==> src/rtl/stopwatch_timebase_ctrl.sv <==
// Stopwatch timebase: one-second prescaler, mm:ss counter with wrap, single-entry lap register.
// Latency: tick and updated time appear one cycle after the prescaler's last count; lap_valid one cycle after lap.
// Backpressure: lap register holds one value until lap_ack; a lap arriving while full is dropped with lap_miss.
module stopwatch_timebase_ctrl #(
  parameter int TICK_DIV = 100000000,
  parameter int MAX_MIN  = 99
) (
  input  logic       clk,
  input  logic       rst_n,
  input  logic       enable,
  input  logic       clear,
  input  logic       lap,
  input  logic       lap_ack,
  output logic       tick,
  output logic [5:0] seconds,
  output logic [6:0] minutes,
  output logic       lap_valid,
  output logic [5:0] lap_seconds,
  output logic [6:0] lap_minutes,
  output logic       lap_miss,
  output logic       overflow
);

  localparam int            PW       = $clog2(TICK_DIV);
  localparam logic [PW-1:0] PRE_LAST = PW'(TICK_DIV - 1);
  localparam logic [PW-1:0] PRE_ONE  = PW'(1);
  localparam logic [6:0]    MIN_LAST = 7'(MAX_MIN);

  typedef enum logic {
    LAP_EMPTY = 1'b0,
    LAP_FULL  = 1'b1
  } lap_state_t;

  logic [PW-1:0] prescaler;
  logic          tick_now;
  lap_state_t    lap_state;
  lap_state_t    lap_state_nxt;
  logic          lap_take;
  logic          lap_drop;

  // A second elapses on the edge where an enabled prescaler sits on its last count.
  assign tick_now = enable && (prescaler == PRE_LAST);

  // Prescaler only advances while enabled, so pausing keeps the sub-second fraction.
  always_ff @(posedge clk or negedge rst_n) begin
    if (!rst_n) begin
      prescaler <= '0;
    end else if (clear) begin
      prescaler <= '0;
    end else if (enable) begin
      prescaler <= tick_now ? '0 : prescaler + PRE_ONE;
    end
  end

  // Time counter and tick pulse update together; wrap past MAX_MIN:59 latches overflow.
  always_ff @(posedge clk or negedge rst_n) begin
    if (!rst_n) begin
      tick     <= 1'b0;
      seconds  <= '0;
      minutes  <= '0;
      overflow <= 1'b0;
    end else if (clear) begin
      tick     <= 1'b0;
      seconds  <= '0;
      minutes  <= '0;
      overflow <= 1'b0;
    end else begin
      tick <= tick_now;
      if (tick_now) begin
        if (seconds == 6'd59) begin
          seconds <= '0;
          if (minutes == MIN_LAST) begin
            minutes  <= '0;
            overflow <= 1'b1;
          end else begin
            minutes <= minutes + 7'd1;
          end
        end else begin
          seconds <= seconds + 6'd1;
        end
      end
    end
  end

  // Lap FSM state register.
  always_ff @(posedge clk or negedge rst_n) begin
    if (!rst_n) begin
      lap_state <= LAP_EMPTY;
    end else begin
      lap_state <= lap_state_nxt;
    end
  end

  // Lap FSM next state: capture when empty or when a pop coincides with a new lap; drop otherwise.
  always_comb begin
    lap_state_nxt = lap_state;
    lap_take      = 1'b0;
    lap_drop      = 1'b0;
    if (clear) begin
      lap_state_nxt = LAP_EMPTY;
    end else begin
      case (lap_state)
        LAP_EMPTY: begin
          if (lap) begin
            lap_state_nxt = LAP_FULL;
            lap_take      = 1'b1;
          end
        end
        LAP_FULL: begin
          if (lap && lap_ack) begin
            lap_take = 1'b1;
          end else if (lap) begin
            lap_drop = 1'b1;
          end else if (lap_ack) begin
            lap_state_nxt = LAP_EMPTY;
          end
        end
        default: lap_state_nxt = LAP_EMPTY;
      endcase
    end
  end

  // Lap FSM output decode straight from the state register.
  always_comb begin
    lap_valid = (lap_state == LAP_FULL);
  end

  // Lap data samples the pre-increment time; miss pulse lasts one cycle.
  always_ff @(posedge clk or negedge rst_n) begin
    if (!rst_n) begin
      lap_seconds <= '0;
      lap_minutes <= '0;
      lap_miss    <= 1'b0;
    end else if (clear) begin
      lap_seconds <= '0;
      lap_minutes <= '0;
      lap_miss    <= 1'b0;
    end else begin
      lap_miss <= lap_drop;
      if (lap_take) begin
        lap_seconds <= seconds;
        lap_minutes <= minutes;
      end
    end
  end

endmodule
==> config.mk <==
export PLATFORM = sky130hd
export DESIGN_NAME = stopwatch_timebase_ctrl
export DESIGN_NICKNAME = d
export VERILOG_FILES = /design/src/rtl/stopwatch_timebase_ctrl.sv
export SDC_FILE = /design/constraint.sdc
export NUM_CORES = 1
export LEC_CHECK = 0
export CAP_MARGIN = 5
export CORE_AREA = 5 5 77 79
export DETAILED_ROUTE_END_ITERATION = 10
export DIE_AREA = 0 0 82 84
export GPL_TIMING_DRIVEN = 0
export PLACE_DENSITY = 0.78
export SLEW_MARGIN = 20
export SYNTH_ARGS = -nofsm -noshare
export SYNTH_HDL_FRONTEND = slang
export SYNTH_SLANG_ARGS = --single-unit
==> constraint.sdc <==
create_clock -name clk -period 3.53 [get_ports clk]
set_clock_uncertainty 0.2 [all_clocks]
set_input_delay 0.353 -clock clk [delete_from_list [all_inputs] [get_ports clk]]
set_output_delay 0.353 -clock clk [all_outputs]
set_load 0.05 [all_outputs]
---- After elaboration in Yosys (flattened, before gate mapping) ----
Cells that the tools add are included.
cells by class
  add/subtract/negate cells ............... 3
  $mul .................................... 0
  divide/modulo/power cells ............... 0
  order comparisons ....................... 0
  equality and inequality tests ........... 3
  shifts and indexed selects .............. 0
  mux-type cells .......................... 31
  bitwise logic cells ..................... 1
  reduce and logical (&&, ||, !) cells .... 9
operators with widths
  cell                                           number
  2-to-1 mux 27 bit                              3
  2-to-1 mux 7 bit                               6
  2-to-1 mux 6 bit                               5
  adder 27 x 1 -> 27 bit, second input constant  1
  equality test 27 bit, second input constant    1
  2-to-1 mux 1 bit                               15
  nonzero test 2 bit                             5
  adder 7 x 1 -> 7 bit, second input constant    1
  equality test 7 bit, second input constant     1
  adder 6 x 1 -> 6 bit, second input constant    1
  equality test 6 bit, second input constant     1
  one-hot mux 1 bit (2 select lines)             2
  AND reduction 3 bit                            1
  logical AND 1 bit                              2
  AND reduction 2 bit                            1
  inverter 1 bit                                 1
storage, ports and cells
  flip-flop bits (word level) ............. 57
  latch bits .............................. 0
  bits in writable memories ............... 0
  bits in read-only memories .............. 0
  input port bits ......................... 6
  output and inout port bits .............. 30
  word-level logic and storage cells ...... 56
  memories ................................ 0

---- Depth between registers and ports, before layout ----
  depth after elaboration ................. 6
  gate-level depth with buffers ........... 8
  depth with buffers taken out ............ 6

---- Worst setup path after synthesis ----
Ideal clock, no wire load.
  kind .................................... flip-flop to flip-flop
  start ................................... reg prescaler[12]
  end ..................................... reg seconds[2]
  setup time .............................. 78 ps
  arrival ................................. 2326 ps
  required time ........................... 3252 ps
  slack ................................... 926 ps
  stages on the path, launching flop included .. 6
  path buffers ............................ 0
  cells stage by stage .................... dfrtp_1 -> or4b_4 -> or2_1 -> or4_4 -> or4_1 -> a21oi_1
between the ends
  cells in the longest elaborated chain, start to end .. 3
RTL lines
  what                                 RTL line  RTL
  start, declared                      34        logic [PW-1:0] prescaler;
  start signal, assigned               51        prescaler <= tick_now ? '0 : prescaler + PRE_ONE;
  equality test 27 bit                 42        assign tick_now = enable && (prescaler == PRE_LAST);
  logical AND 1 bit                    42
  nonzero test 2 bit (no source line)  -
  end signal, assigned                 79        seconds <= seconds + 6'd1;
  end, declared                        15        output logic [5:0] seconds,
No other way between the ends.
A chain may end at the register's enable or synchronous reset.

---- Final worst setup path ----
  start ................................... reg prescaler[0]
  end ..................................... reg prescaler[19]
between the ends
  cells in the longest elaborated chain, start to end .. 5
  elaborated cells between the ends (all ways) .. 6
  classes of those cells .................. 1 x add/sub; 1 x eq/ne; 3 x mux; 1 x reduce/logical
RTL lines
  what                                                                            RTL line  RTL
  parallel branches: the longest is 2 deep, another holds adder 27 x 1 -> 27 bit  -
  2-to-1 mux 27 bit *                                                             51
  2-to-1 mux 27 bit *                                                             50        end else if (enable) begin
  2-to-1 mux 27 bit *                                                             48        end else if (clear) begin
Mark *: on every way between the ends. The select of a mux whose other input is x is not followed.

==> results.py <==
metrics = {
    "drt": {
        "first_pass_iters": 4,
        "ant_nets": 0,
        "vias": 2288,
        "drc_errors": 0,
        "drt_wl_total_um": 6060,
        "via_per_inst": 5.66,
        "wl_per_cell_um": 15.0,
        "drtIter0Drc": 113,
    },
    "synthesis": {
        "synth_compound_area_share_pct": 12.0,
        "syn-cell-area_mm2": 0.00276,
        "synth_top_family_by_area": "simple AND/OR/NAND/NOR gates",
        "seq_area_frac_synth_pct": 51.7,
        "synth_common_cells": "57 x dfrtp_1, 35 x nor2_1, 21 x a21oi_1, 19 x nand2_1, 18 x nand3_1",
        "synth_seq_cells": 57,
        "synth-xor-area-share_pct": 6.03,
        "synthMuxAreaShare_pct": 0.363,
        "avgSynthCellArea_um2": 9.82,
        "yosys.area_share.adder_pct": 1.36,
        "ys_top_cells_by_area": "dfrtp_1 52%, nor2_1 4.8%, a22o_1 4.1%",
        "yosysTopAreaCell": "dfrtp_1",
        "synth_edf_count": 0,
        "netlist_instances": 281,
        "synth.net_count": 290,
        "synth_ff_type": "dfrtp_1",
        "yosysMostFrequentCell": "dfrtp_1",
        "synth.top_cell.area_share_pct": 51.7,
        "ys_types": 40,
        "yosysWarnings": 0,
        "synth_async_sr_flop_share_pct": 100,
        "synthSimpleGateAreaFrac_pct": 26.5,
    },
    "clock_tree": {
        "cts_buffer_depth": 2,
        "clkTransAtPathRegs_ns": 0.07,
        "cts.sinks": 57,
        "clkLatencyLatePin_ns": 0.35,
        "cts.repair.resized": 0,
        "h-tree-depth": 3,
        "cts_buffers": 9,
        "root_buffer": "clkbuf_8",
        "cts_tree": "built",
    },
    "run_status": {
        "status": "completed",
    },
    "floorplanning": {
        "initial_core_util_pct": 52.4,
        "die_w_um": 82,
        "fp.dieArea_mm2": 0.00689,
        "pin_count": 36,
        "die_h_um": 84,
        "core_mm2": 0.00527,
        "num_rows": 27,
    },
    "worst_setup_path": {
        "crit_buf_inv": 2,
        "startpoint_type": "flop",
        "max_stage_delay_ns": 0.73,
        "crit_cells": 8,
        "worstSetupEndpointType": "flop",
        "arrival_ns": 3.14,
        "rr_worst_depth": 8,
        "cp_common_cell": "buf_2",
        "r2r_setup_slack_ns": 0.42,
        "critical_path.max_fanout": 10,
        "worstSetupPathType": "reg -> reg",
        "rr_startpoint": "prescaler[0]",
        "timing.rr.end": "prescaler[19]",
        "crit_slowest_cell": "nor4_2",
        "cp_cell_sequence": "ha_1 -> nand4_1 -> nor4_2 -> nand2_1 -> nand2b_1 -> buf_2 -> buf_2 -> nor2_1",
        "required_ns": 3.56,
        "critical-path-top-delay-family": "simple AND/OR/NAND/NOR gates",
    },
    "pwr": {
        "p_clk_share_pct": 47.0,
        "p_sw_share_pct": 24.1,
        "switchingPower_mw": 0.323,
        "internal_power_mw": 1.01,
        "p_leak_nw": 1.36,
        "ir_drop_v": 0.000236,
        "power_density_mw_per_mm2": 393,
        "power_frac_comb_pct": 3.8,
        "pwr-share-seq_pct": 49.3,
    },
    "grt": {
        "grt_usage_pct": 19.6,
        "grt-ovfl-total": 0,
        "grt_max_degree": 58,
        "grt_pass1_wl_um": 10500,
        "antenna_found_initial": 0,
        "grt_pass1_vias": 2298,
    },
    "timing": {
        "max_slew_margin_pct": 34.8,
        "tns_ns": 0,
        "fmax_mhz": 321,
        "hold-worst-slack_ns": 0.201,
        "min_period_ns": 3.11,
        "setup_viol_count_final": 0,
        "maxSlewViolCount": 0,
        "rsz0062_at_grt": "no",
        "finalCritPeriodShare_pct": 88.1,
        "tightest_slew_ns": 0.969,
        "final-hold-violation-count": 0,
    },
    "placed_design": {
        "place_congestion": 0.858,
        "dpl.cell_count": 387,
        "port_buffers": 34,
        "hpwl_um": 4220,
    },
    "flow_run": {
        "drv_cap": 0,
    },
    "final_layout": {
        "area_growth_pct": 23.3,
        "fin_nets": 336,
        "insertedDiodeCount": 0,
        "multiInputGateArea_mm2": 0.00128,
        "fillers": 464,
        "fin_cells": 404,
        "drive_gt1_share_pct": 8.73,
        "ff_latch_area_mm2": 0.00143,
    },
    "min_path": {
        "worstHoldStart": "enable",
        "hold_path_class": "in -> reg",
        "min_path_cells": 3,
        "whs_endpoint": "prescaler[1]",
    },
}
-- per-layer routing --
metal  global-route usage [%]  up-vias  wire, µm
li1                         -     1125         -
met1                     25.4     1096      2770
met2                     29.7       56      2850
met3                     5.83       11       323
met4                     9.21        0       116
met5                        0        -         0
-- cell type report --
type,count,share of cell area [%]
Sequential cell,57,41.9
Multi-Input combinational cell,210,37.5
Timing Repair Buffer,35,10.2
Clock buffer,10,4.05
Tap cell,72,2.65
Clock inverter,6,1.99
Buffer,10,1.21
Inverter,4,0.441
-- cell usage in the layout (no fill, tap or decap), types with 2 or more instances in the layout --
| master | count |
|---|---|
| or3_1 | 5 |
| a22oi_1 | 3 |
| nor2_1 | 35 |
| nand4_1 | 10 |
| a21oi_1 | 21 |
| nand2b_1 | 3 |
| o21ai_0 | 12 |
| a22o_1 | 13 |
| clkinv_4 | 2 |
| nor4_1 | 4 |
| xor2_1 | 13 |
| and3_1 | 7 |
| clkdlybuf4s50_1 | 33 |
| nand2_1 | 19 |
| xnor2_1 | 6 |
| clkbuf_1 | 7 |
| inv_1 | 4 |
| or4_1 | 9 |
| clkinvlp_4 | 2 |
| nand3_1 | 18 |
| nor2b_1 | 3 |
| ha_1 | 3 |
| nor4_2 | 2 |
| or2_2 | 3 |
| nor3_1 | 5 |
| clkbuf_8 | 10 |
| buf_2 | 3 |
| dfrtp_1 | 57 |
-- worst reg2reg max path, delay by kind of cell (launching register included) --
family / cells / cell delay, ns
fa+ha+maj: 1 / 0.22
simple gates: 5 / 1.68
buf+inv: 2 / 0.48
flops: 1 / 0.42
-- power by group through the flow --
stage                     logic (mW)  clock network [mW]  registers, mW
final                         0.0505               0.628          0.658
after CTS                     0.0521               0.641          0.658
after global routing          0.0577               0.670          0.658
after detailed placement      0.0508                   0          0.670
after global placement        0.0505                   0          0.671
after floorplan               0.0207                   0          0.673
-- what timing repair did --
item	CTS	global route
hold endpoints to repair	57	0
buffers inserted	0	0
hold buffers	1	0
-- state kept, by name (all words and copies together) (netlist names) --
signal	flops
overflow	1
lap_seconds	6
lap_valid	1
lap_miss	1
minutes	7
lap_minutes	7
tick	1
prescaler	27
seconds	6
-- how the worst max path moves through the flow --
stage	to	slack, ns	startpoint
finish	prescaler[19]	0.42	prescaler[0]
global route	prescaler[16]	0.22	prescaler[1]
CTS	prescaler[14]	0.46	prescaler[0]
detailed placement	prescaler[14]	0.49	prescaler[0]
global placement	prescaler[16]	0.18	rst_n
floorplan	seconds[2]	0.93	prescaler[12]
-- cell families (layout without fill, tap and decap cells) --
logic type,count (synthesis),count (layout)
buffers and inverters,14,65
xor gates and xnor gates,19,19
AOI/OAI and AO/OA,53,53
muxes,1,1
and+or+nand+nor,134,134
adders and majority gates,3,3
DFF,57,57
-- per-stage QoR --
stage	total power [mW]	utilization [%]	setup slack [ns]	cell area (µm²)
2_1_floorplan	0.694	-	0.926	2760
3_3_place_gp	0.721	60.5	0.180	3190
3_5_place_dp	0.721	60.5	0.490	3190
4_1_cts	1.35	64.6	0.458	3400
5_1_grt	1.39	64.6	0.223	3400
6_report	1.34	64.6	0.419	3400
No activity file was read; power rests on OpenSTA's default activity.
